File: src/rtl/ram_arb_pkg.sv
// ram_arb_pkg: shared types and defaults for the RAM arbiter.
// Imported by the interface, the picker and the top.
package ram_arb_pkg;

  localparam int ADDR_W_DEF = 8;
  localparam int DATA_W_DEF = 32;
  localparam int IO_ADDR    = 0;

  typedef enum logic [1:0] {
    IDLE,
    ACCESS,
    RESP
  } state_t;

  typedef enum logic {
    PORT_A,
    PORT_B
  } owner_t;

endpackage

File: src/rtl/ram_arbiter_if.sv
// ram_arbiter_if: request ports A/B, RAM port and host IO tap.
// slave = arbiter side, master = requesters/RAM side.
interface ram_arbiter_if
  import ram_arb_pkg::*;
#(
  parameter int ADDR_W = ADDR_W_DEF,
  parameter int DATA_W = DATA_W_DEF
);

  logic              a_req;
  logic              a_we;
  logic [ADDR_W-1:0] a_addr;
  logic [DATA_W-1:0] a_wdata;
  logic              a_gnt;
  logic              a_done;
  logic [DATA_W-1:0] a_rdata;

  logic              b_req;
  logic              b_we;
  logic [ADDR_W-1:0] b_addr;
  logic [DATA_W-1:0] b_wdata;
  logic              b_gnt;
  logic              b_done;
  logic [DATA_W-1:0] b_rdata;

  logic [ADDR_W-1:0] mem_addr;
  logic [DATA_W-1:0] mem_wdata;
  logic              mem_we;
  logic [DATA_W-1:0] mem_rdata;

  logic [DATA_W-1:0] io_dout;
  logic              io_valid;
  logic              busy;

  modport slave (
    input  a_req, a_we, a_addr, a_wdata,
    output a_gnt, a_done, a_rdata,
    input  b_req, b_we, b_addr, b_wdata,
    output b_gnt, b_done, b_rdata,
    output mem_addr, mem_wdata, mem_we,
    input  mem_rdata,
    output io_dout, io_valid, busy
  );

  modport master (
    output a_req, a_we, a_addr, a_wdata,
    input  a_gnt, a_done, a_rdata,
    output b_req, b_we, b_addr, b_wdata,
    input  b_gnt, b_done, b_rdata,
    input  mem_addr, mem_wdata, mem_we,
    output mem_rdata,
    input  io_dout, io_valid, busy
  );

endinterface

File: src/rtl/ram_arbiter_rr_pick.sv
// rr_pick: 2-way round-robin winner select with priority pointer.
// The pointer names the port that wins the next conflict.
module rr_pick
  import ram_arb_pkg::*;
(
  input  logic   clk,
  input  logic   reset,
  input  logic   a_req,
  input  logic   b_req,
  input  logic   take,
  output owner_t win
);

  owner_t ptr;

  always_comb begin
    win = PORT_A;
    unique case (1'b1)
      a_req && b_req: win = ptr;
      b_req:          win = PORT_B;
      default:        win = PORT_A;
    endcase
  end

  always_ff @(posedge clk or negedge reset) begin
    if (!reset) begin
      ptr <= PORT_A;
    end else if (take) begin
      ptr <= (win == PORT_A) ? PORT_B : PORT_A;
    end
  end

endmodule

File: src/rtl/ram_arbiter.sv
// ram_arbiter: shares one RAM port between core (A) and host (B).
// Define ARB_ROUND_ROBIN_EN for round-robin; default is fixed A-first.
module ram_arbiter
  import ram_arb_pkg::*;
#(
  parameter int ADDR_W = ADDR_W_DEF,
  parameter int DATA_W = DATA_W_DEF
) (
  input logic          clk,
  input logic          reset,
  ram_arbiter_if.slave bus
);

  state_t            state;
  owner_t            owner;
  owner_t            win;
  logic              we_q;
  logic [ADDR_W-1:0] addr_q;
  logic [DATA_W-1:0] wdata_q;
  logic [DATA_W-1:0] a_rdata_q;
  logic [DATA_W-1:0] b_rdata_q;
  logic              can_acc;
  logic              any_req;
  logic              accept;

  // Grants are combinational, so gate them with reset explicitly.
  assign can_acc = reset && (state == IDLE || state == RESP);
  assign any_req = bus.a_req || bus.b_req;
  assign accept  = can_acc && any_req;

`ifdef ARB_ROUND_ROBIN_EN
  rr_pick u_pick (
    .clk   (clk),
    .reset (reset),
    .a_req (bus.a_req),
    .b_req (bus.b_req),
    .take  (accept),
    .win   (win)
  );
`else
  assign win = bus.a_req ? PORT_A : PORT_B;
`endif

  always_ff @(posedge clk or negedge reset) begin
    if (!reset) begin
      state     <= IDLE;
      owner     <= PORT_A;
      we_q      <= 1'b0;
      addr_q    <= '0;
      wdata_q   <= '0;
      a_rdata_q <= '0;
      b_rdata_q <= '0;
    end else begin
      unique case (state)
        IDLE, RESP: begin
          if (any_req) begin
            state <= ACCESS;
            owner <= win;
            if (win == PORT_A) begin
              we_q    <= bus.a_we;
              addr_q  <= bus.a_addr;
              wdata_q <= bus.a_wdata;
            end else begin
              we_q    <= bus.b_we;
              addr_q  <= bus.b_addr;
              wdata_q <= bus.b_wdata;
            end
          end else begin
            state <= IDLE;
          end
        end
        ACCESS: begin
          state <= RESP;
          if (!we_q && owner == PORT_A) a_rdata_q <= bus.mem_rdata;
          if (!we_q && owner == PORT_B) b_rdata_q <= bus.mem_rdata;
        end
        default: state <= IDLE;
      endcase
    end
  end

  assign bus.a_gnt  = accept && (win == PORT_A);
  assign bus.b_gnt  = accept && (win == PORT_B);
  assign bus.a_done = (state == RESP) && (owner == PORT_A);
  assign bus.b_done = (state == RESP) && (owner == PORT_B);

  assign bus.a_rdata = a_rdata_q;
  assign bus.b_rdata = b_rdata_q;

  assign bus.mem_addr  = addr_q;
  assign bus.mem_wdata = wdata_q;
  assign bus.mem_we    = (state == ACCESS) && we_q;

  assign bus.io_dout  = wdata_q;
  assign bus.io_valid = (state == ACCESS) && we_q &&
                        (addr_q == ADDR_W'(IO_ADDR));
  assign bus.busy     = (state != IDLE);

endmodule

File: src/flat_wrapper.sv
// flat-port wrapper written by rule: the top's interface ports become plain ports
module ram_arbiter_flat import ram_arb_pkg::*;
#(
  parameter int ADDR_W = ADDR_W_DEF,
  parameter int DATA_W = DATA_W_DEF
)
  (clk, reset, bus_a_req, bus_a_we, bus_a_addr, bus_a_wdata, bus_a_gnt, bus_a_done, bus_a_rdata, bus_b_req, bus_b_we, bus_b_addr, bus_b_wdata, bus_b_gnt, bus_b_done, bus_b_rdata, bus_mem_addr, bus_mem_wdata, bus_mem_we, bus_mem_rdata, bus_io_dout, bus_io_valid, bus_busy);
  ram_arbiter_if #(.ADDR_W(ADDR_W), .DATA_W(DATA_W)) bus_i ();
  input logic clk;
  input logic reset;
  input wire logic [$bits(bus_i.a_req)-1:0] bus_a_req;
  input wire logic [$bits(bus_i.a_we)-1:0] bus_a_we;
  input wire logic [$bits(bus_i.a_addr)-1:0] bus_a_addr;
  input wire logic [$bits(bus_i.a_wdata)-1:0] bus_a_wdata;
  output wire logic [$bits(bus_i.a_gnt)-1:0] bus_a_gnt;
  output wire logic [$bits(bus_i.a_done)-1:0] bus_a_done;
  output wire logic [$bits(bus_i.a_rdata)-1:0] bus_a_rdata;
  input wire logic [$bits(bus_i.b_req)-1:0] bus_b_req;
  input wire logic [$bits(bus_i.b_we)-1:0] bus_b_we;
  input wire logic [$bits(bus_i.b_addr)-1:0] bus_b_addr;
  input wire logic [$bits(bus_i.b_wdata)-1:0] bus_b_wdata;
  output wire logic [$bits(bus_i.b_gnt)-1:0] bus_b_gnt;
  output wire logic [$bits(bus_i.b_done)-1:0] bus_b_done;
  output wire logic [$bits(bus_i.b_rdata)-1:0] bus_b_rdata;
  output wire logic [$bits(bus_i.mem_addr)-1:0] bus_mem_addr;
  output wire logic [$bits(bus_i.mem_wdata)-1:0] bus_mem_wdata;
  output wire logic [$bits(bus_i.mem_we)-1:0] bus_mem_we;
  input wire logic [$bits(bus_i.mem_rdata)-1:0] bus_mem_rdata;
  output wire logic [$bits(bus_i.io_dout)-1:0] bus_io_dout;
  output wire logic [$bits(bus_i.io_valid)-1:0] bus_io_valid;
  output wire logic [$bits(bus_i.busy)-1:0] bus_busy;
  assign bus_i.a_req = bus_a_req;
  assign bus_i.a_we = bus_a_we;
  assign bus_i.a_addr = bus_a_addr;
  assign bus_i.a_wdata = bus_a_wdata;
  assign bus_a_gnt = bus_i.a_gnt;
  assign bus_a_done = bus_i.a_done;
  assign bus_a_rdata = bus_i.a_rdata;
  assign bus_i.b_req = bus_b_req;
  assign bus_i.b_we = bus_b_we;
  assign bus_i.b_addr = bus_b_addr;
  assign bus_i.b_wdata = bus_b_wdata;
  assign bus_b_gnt = bus_i.b_gnt;
  assign bus_b_done = bus_i.b_done;
  assign bus_b_rdata = bus_i.b_rdata;
  assign bus_mem_addr = bus_i.mem_addr;
  assign bus_mem_wdata = bus_i.mem_wdata;
  assign bus_mem_we = bus_i.mem_we;
  assign bus_i.mem_rdata = bus_mem_rdata;
  assign bus_io_dout = bus_i.io_dout;
  assign bus_io_valid = bus_i.io_valid;
  assign bus_busy = bus_i.busy;
  ram_arbiter #(.ADDR_W(ADDR_W), .DATA_W(DATA_W)) u_core (.clk(clk), .reset(reset), .bus(bus_i));
endmodule
File: config.mk
export PLATFORM = sky130hd
export DESIGN_NAME = ram_arbiter_flat
export DESIGN_NICKNAME = d
export VERILOG_FILES = /design/src/rtl/ram_arb_pkg.sv /design/src/rtl/ram_arbiter_if.sv /design/src/rtl/ram_arbiter_rr_pick.sv /design/src/rtl/ram_arbiter.sv /design/src/flat_wrapper.sv
export SDC_FILE = /design/constraint.sdc
export NUM_CORES = 1
export LEC_CHECK = 0
export BUFFER_PORTS_ARGS = -buffer_cell sky130_fd_sc_hd__clkbuf_2
export CORE_MARGIN = 3
export CORE_UTILIZATION = 49
export CTS_CLUSTER_DIAMETER = 200
export DETAILED_ROUTE_END_ITERATION = 6
export HOLD_SLACK_MARGIN = 0.12
export PLACE_DENSITY = 0.86
export REMOVE_ABC_BUFFERS = 1
export SLEW_MARGIN = 25
export SYNTH_ARGS = -nofsm -noshare
export SYNTH_HDL_FRONTEND = slang
export SYNTH_SLANG_ARGS = --single-unit
export TNS_END_PERCENT = 10
File: constraint.sdc
create_clock -name clk -period 4.01 [get_ports clk]
set_input_delay 0.802 -clock clk [delete_from_list [all_inputs] [get_ports clk]]
set_output_delay 0.802 -clock clk [all_outputs]
set_load 0.01 [all_outputs]
# [Word-level counts from Yosys, hierarchy flattened]
# Cells that the tools add are included.
[word_totals] ff_bits=108 in_bits=118
[classes] eq_ne=2 n_mux=6 n_bitwise=1 n_reduce_logical=20
[op_table] operator="$mux W32" count=1
[op_table] operator="$logic_and A1 B1 Y1" count=10
[op_table] operator="$logic_not A8 Y1" count=1
[op_table] operator="$mux W8" count=1
[op_table] operator="$reduce_and A2 Y1" count=3
[op_table] operator="$pmux W2 S2" count=1
[op_table] operator="$mux W1" count=3
[op_table] operator="$eq A2 B1 Y1 const B" count=1
[op_table] operator="$eq A2 B2 Y1 const B" count=1
[op_table] operator="$logic_not A2 Y1" count=1
[op_table] operator="$logic_or A1 B1 Y1" count=2
[op_table] operator="$reduce_bool A2 Y1" count=1
[op_table] operator="$reduce_or A2 Y1" count=1
[op_table] operator="$logic_not A1 Y1" count=1
[op_table] operator="$not A1 Y1" count=1

# [Longest topological paths before layout]
[logic_depth] ltp_word=5 mapped_depth=5 mapped_depth_nobuf=2

# [Worst setup path before layout]
# OpenSTA, ideal clock, no wires.
[synth_timing] path_kind="input to output" startpoint="input bus_a_req" endpoint="output bus_b_gnt" arrival_ns=1.610 required_ns=3.208 setup_slack_ns=1.598 cell_stages=5 n_path_buf=3 cell_sequence="buf_2 o21ba_2 buf_6 buf_6 and3b_1"
[synth_between] elab_chain_len=3
[synth_rtl] item="start: declaration" line_no="flat_wrapper.sv:11" text="input wire logic [$bits(bus_i.a_req)-1:0] bus_a_req;"
[synth_rtl] item="$logic_or A1 B1 Y1" line_no="ram_arbiter.sv:28" text="assign any_req = bus.a_req || bus.b_req;"
[synth_rtl] item="$logic_and A1 B1 Y1" line_no="ram_arbiter.sv:29" text="assign accept = can_acc && any_req;"
[synth_rtl] item="$logic_and A1 B1 Y1 (*)" line_no="ram_arbiter.sv:83" text="assign bus.b_gnt = accept && (win == PORT_B);"
[synth_rtl] item="end: declaration" line_no="flat_wrapper.sv:22" text="output wire logic [$bits(bus_i.b_gnt)-1:0] bus_b_gnt;"
# Every way passes the cells marked *; elsewhere a longest branch is shown, timed or not.

# [Worst setup path in the final report]
# Ends and elaborated chain as after synthesis.

==> results.txt <==
crit share post-route: 0.615
Seq/Total Area, Yosys: 0.539
maximum VDD drop: 0.423 mV
Starting Density: 0.508
CORE AREA: 9860 sq um
Top delay family on crit path: buffers and inverters
Final ANT Viol Nets: 0
TritonCTS clock tree: yes
via count: 3326
most used cell, CP: clkbuf_2
FF+latch count, synth: 108
crit end category: primary output
die width: 107 um
largest net degree at the start of global routing: 64
Slew @ Worst Pin: 0.766 ns
Area Growth Syn to Fin: 25.5%
FF/Latch Area: 2700 sq um
Reg clk slew, reported paths: 0.09 ns
CP Buf/Inv Count: 2
Worst EP arrival: 1.66 ns
average size of a mapped cell: 15.7 sq um
final setup fails: 0
H-tree depth: 3
non-filler cells, final: 685
CTS max path bufs: 2
drt drc: 0
CP startpoint kind: primary input
setup TNS: 0 ns
clk sinks: 108
Max Cap Viol: 0
Placer Congestion: 0.798
HPWL Detailed: 9190 um
routed wire length: 11800 um
YS warnings: 0
RSZ-0062 raised after global routing: false
ant diodes: 0
initial antenna violation count: 0
Clock Latency Late Sink: 0.36 ns
status: finished, final reports clean
Ports: 261
Die Y-Extent: 107 um
Hold Buf Count CTS: 0
Cell Pwr Density: 614 nW/um^2
root buf cell: clkbuf_8
Max Slew Vio Count: 0
Vias/cell: 4.86
WL per Instance: 17.2 um
total CTS buffers: 9
Worst path max stage delay: 0.29 ns
Multi-input gate area: 1900 sq um
total track usage: 0.201
clk_skew: 0.0110 ns
endpoints failing hold: 0
dpl cells: 669
initial DRC count: 140
max frequency: 406 MHz
Worst Path Required: 3.21 ns
I/O Buffers: 260
slowest CP cell: o21ba_2
cells after synthesis: 319
PostCTS Resize Cnt: 0
Post CTS Setup Buffer Count: 0
ratio of cells with drive above 1 in the final layout: 0.775
Nets: 665
min Tclk post-route: 2.47 ns
TritonRoute pass-1 iters: 4
GRT Residual Overflow: 0
first-pass GRT wire length: 17900 um
Leakage: 0.00319 uW
post-synthesis cell type count: 22
Worst slew margin: 0.490
crit-path cells: clkbuf_2, o21ba_2, and3b_1, clkbuf_2
vias in the first global route: 3454
die area: 11500 sq um
worst hold path type: primary input to async pin
FP Rows: 36
kind of critical path: primary input to primary output
synthesized area: 5010 sq um
crit path max fanout: 17
# fillers: 757
[layer usage]
layer | vias up | track usage | share of wire
met5 | - | 0 | 0
met4 | 0 | 0.0831 | 0.018
met3 | 15 | 0.0470 | 0.080
met2 | 163 | 0.342 | 0.49
met1 | 1604 | 0.246 | 0.41
li1 | 1544 | - | -
[layout by cell type, fill, tap and decap left out, types with 2 or more instances in the layout]
| master | instances |
|---|---|
| clkinvlp_4 | 2 |
| nor3b_1 | 2 |
| clkbuf_1 | 2 |
| clkbuf_8 | 10 |
| mux2_4 | 30 |
| buf_4 | 7 |
| mux2_1 | 2 |
| dfrtp_1 | 108 |
| clkinv_2 | 2 |
| mux2_2 | 114 |
| nor4_1 | 2 |
| clkbuf_2 | 259 |
[power breakdown]
group / internal, uW / total [uW] / switching [uW]
clock network: 242 / 595 / 353
logic: 812 / 1470 / 659
registers: 1510 / 1790 / 289
total: 2560 / 3860 / 1300
[final timing paths]
| kind | depth (start not counted) | from | to | slack (ns) |
|---|---|---|---|---|
| setup / recovery | 4 | bus_a_req | bus_b_gnt | 1.54 |
| hold / removal | 1 | reset | u_core.bus.mem_addr[1]$_DFFE_PN0P_ | 0.26 |
| setup reg to reg | 3 | u_core.state[1]$_DFF_PN0_ | u_core.bus.b_rdata[5]$_DFFE_PN0P_ | 2.20 |
| hold reg to reg | 1 | u_core.bus.a_rdata[1]$_DFFE_PN0P_ | u_core.bus.a_rdata[1]$_DFFE_PN0P_ | 0.51 |
| max in group asynchronous | 3 | reset | u_core.bus.b_rdata[14]$_DFFE_PN0P_ | 2.25 |
| min in group clk | 1 | u_core.bus.a_rdata[1]$_DFFE_PN0P_ | u_core.bus.a_rdata[1]$_DFFE_PN0P_ | 0.51 |
[logic make-up after synthesis]
logic type / after synthesis / share of synthesized area
muxes: 147 / 0.353
DFF: 108 / 0.539
buffers and inverters: 50 / 0.0851
and+or+nand+nor: 13 / 0.0210
AOI/OAI and AO/OA: 1 / 0.00200
[area by class of cell]
class | count | area share
well taps | 133 | 0.0265
clock inverters | 4 | 0.00398
flip-flops and latches | 108 | 0.430
repair buffers | 266 | 0.214
multi-input cells | 161 | 0.302
inverters | 1 | 0.000597
clock buffers | 12 | 0.0231
[flip-flops by register name, indices dropped and copies added (netlist names)]
| signal | count |
|---|---|
| u_core.owner | 1 |
| u_core.bus.b_rdata | 32 |
| u_core.we_q | 1 |
| u_core.bus.a_rdata | 32 |
| u_core.state | 2 |
| u_core.bus.mem_addr | 8 |
| u_core.bus.io_dout | 32 |
[worst reg2reg max path, cell delays in order (launching register included)]
cell	delay (ns)
dfrtp_1	0.48
nor4bb_4	0.30
buf_4	0.52
mux2_2	0.42
[cells in the mapped netlist]
master | count | area share
mux2_2 | 114 | 0.26
dfrtp_1 | 108 | 0.54
buf_4 | 33 | 0.049
mux2_4 | 30 | 0.090
buf_6 | 8 | 0.018
buf_2 | 5 | 0.0050
buf_12 | 3 | 0.012
mux2_1 | 2 | 0.0045
nor3b_1 | 2 | 0.0030
nor4_1 | 2 | 0.0025
and2_1 | 1 | 0.0012
and3b_1 | 1 | 0.0017
and4_1 | 1 | 0.0017
inv_1 | 1 | 0.00075
mux2i_1 | 1 | 0.0020
nand2_1 | 1 | 0.00075
nor2_1 | 1 | 0.00075
nor2b_1 | 1 | 0.0012
nor4b_4 | 1 | 0.0047
nor4bb_1 | 1 | 0.0020
o21ba_2 | 1 | 0.0020
or2_2 | 1 | 0.0012
[per-stage QoR]
step / total power (uW) / util / hold slack (ns) / area [sq um] / worst slack (ns)
3_3_place_gp: 3240 / 0.620 / 0.471 / 6120 / 1.58
5_1_grt: 4090 / 0.637 / 0.239 / 6290 / 1.50
3_5_place_dp: 3310 / 0.620 / 0.485 / 6120 / 1.55
2_1_floorplan: 2560 / - / 0.506 / 4590 / -2.04
4_1_cts: 3910 / 0.637 / 0.243 / 6290 / 1.55
6_report: 3860 / 0.637 / 0.261 / 6290 / 1.54
Note: power is estimated with default switching activity, not from simulation.
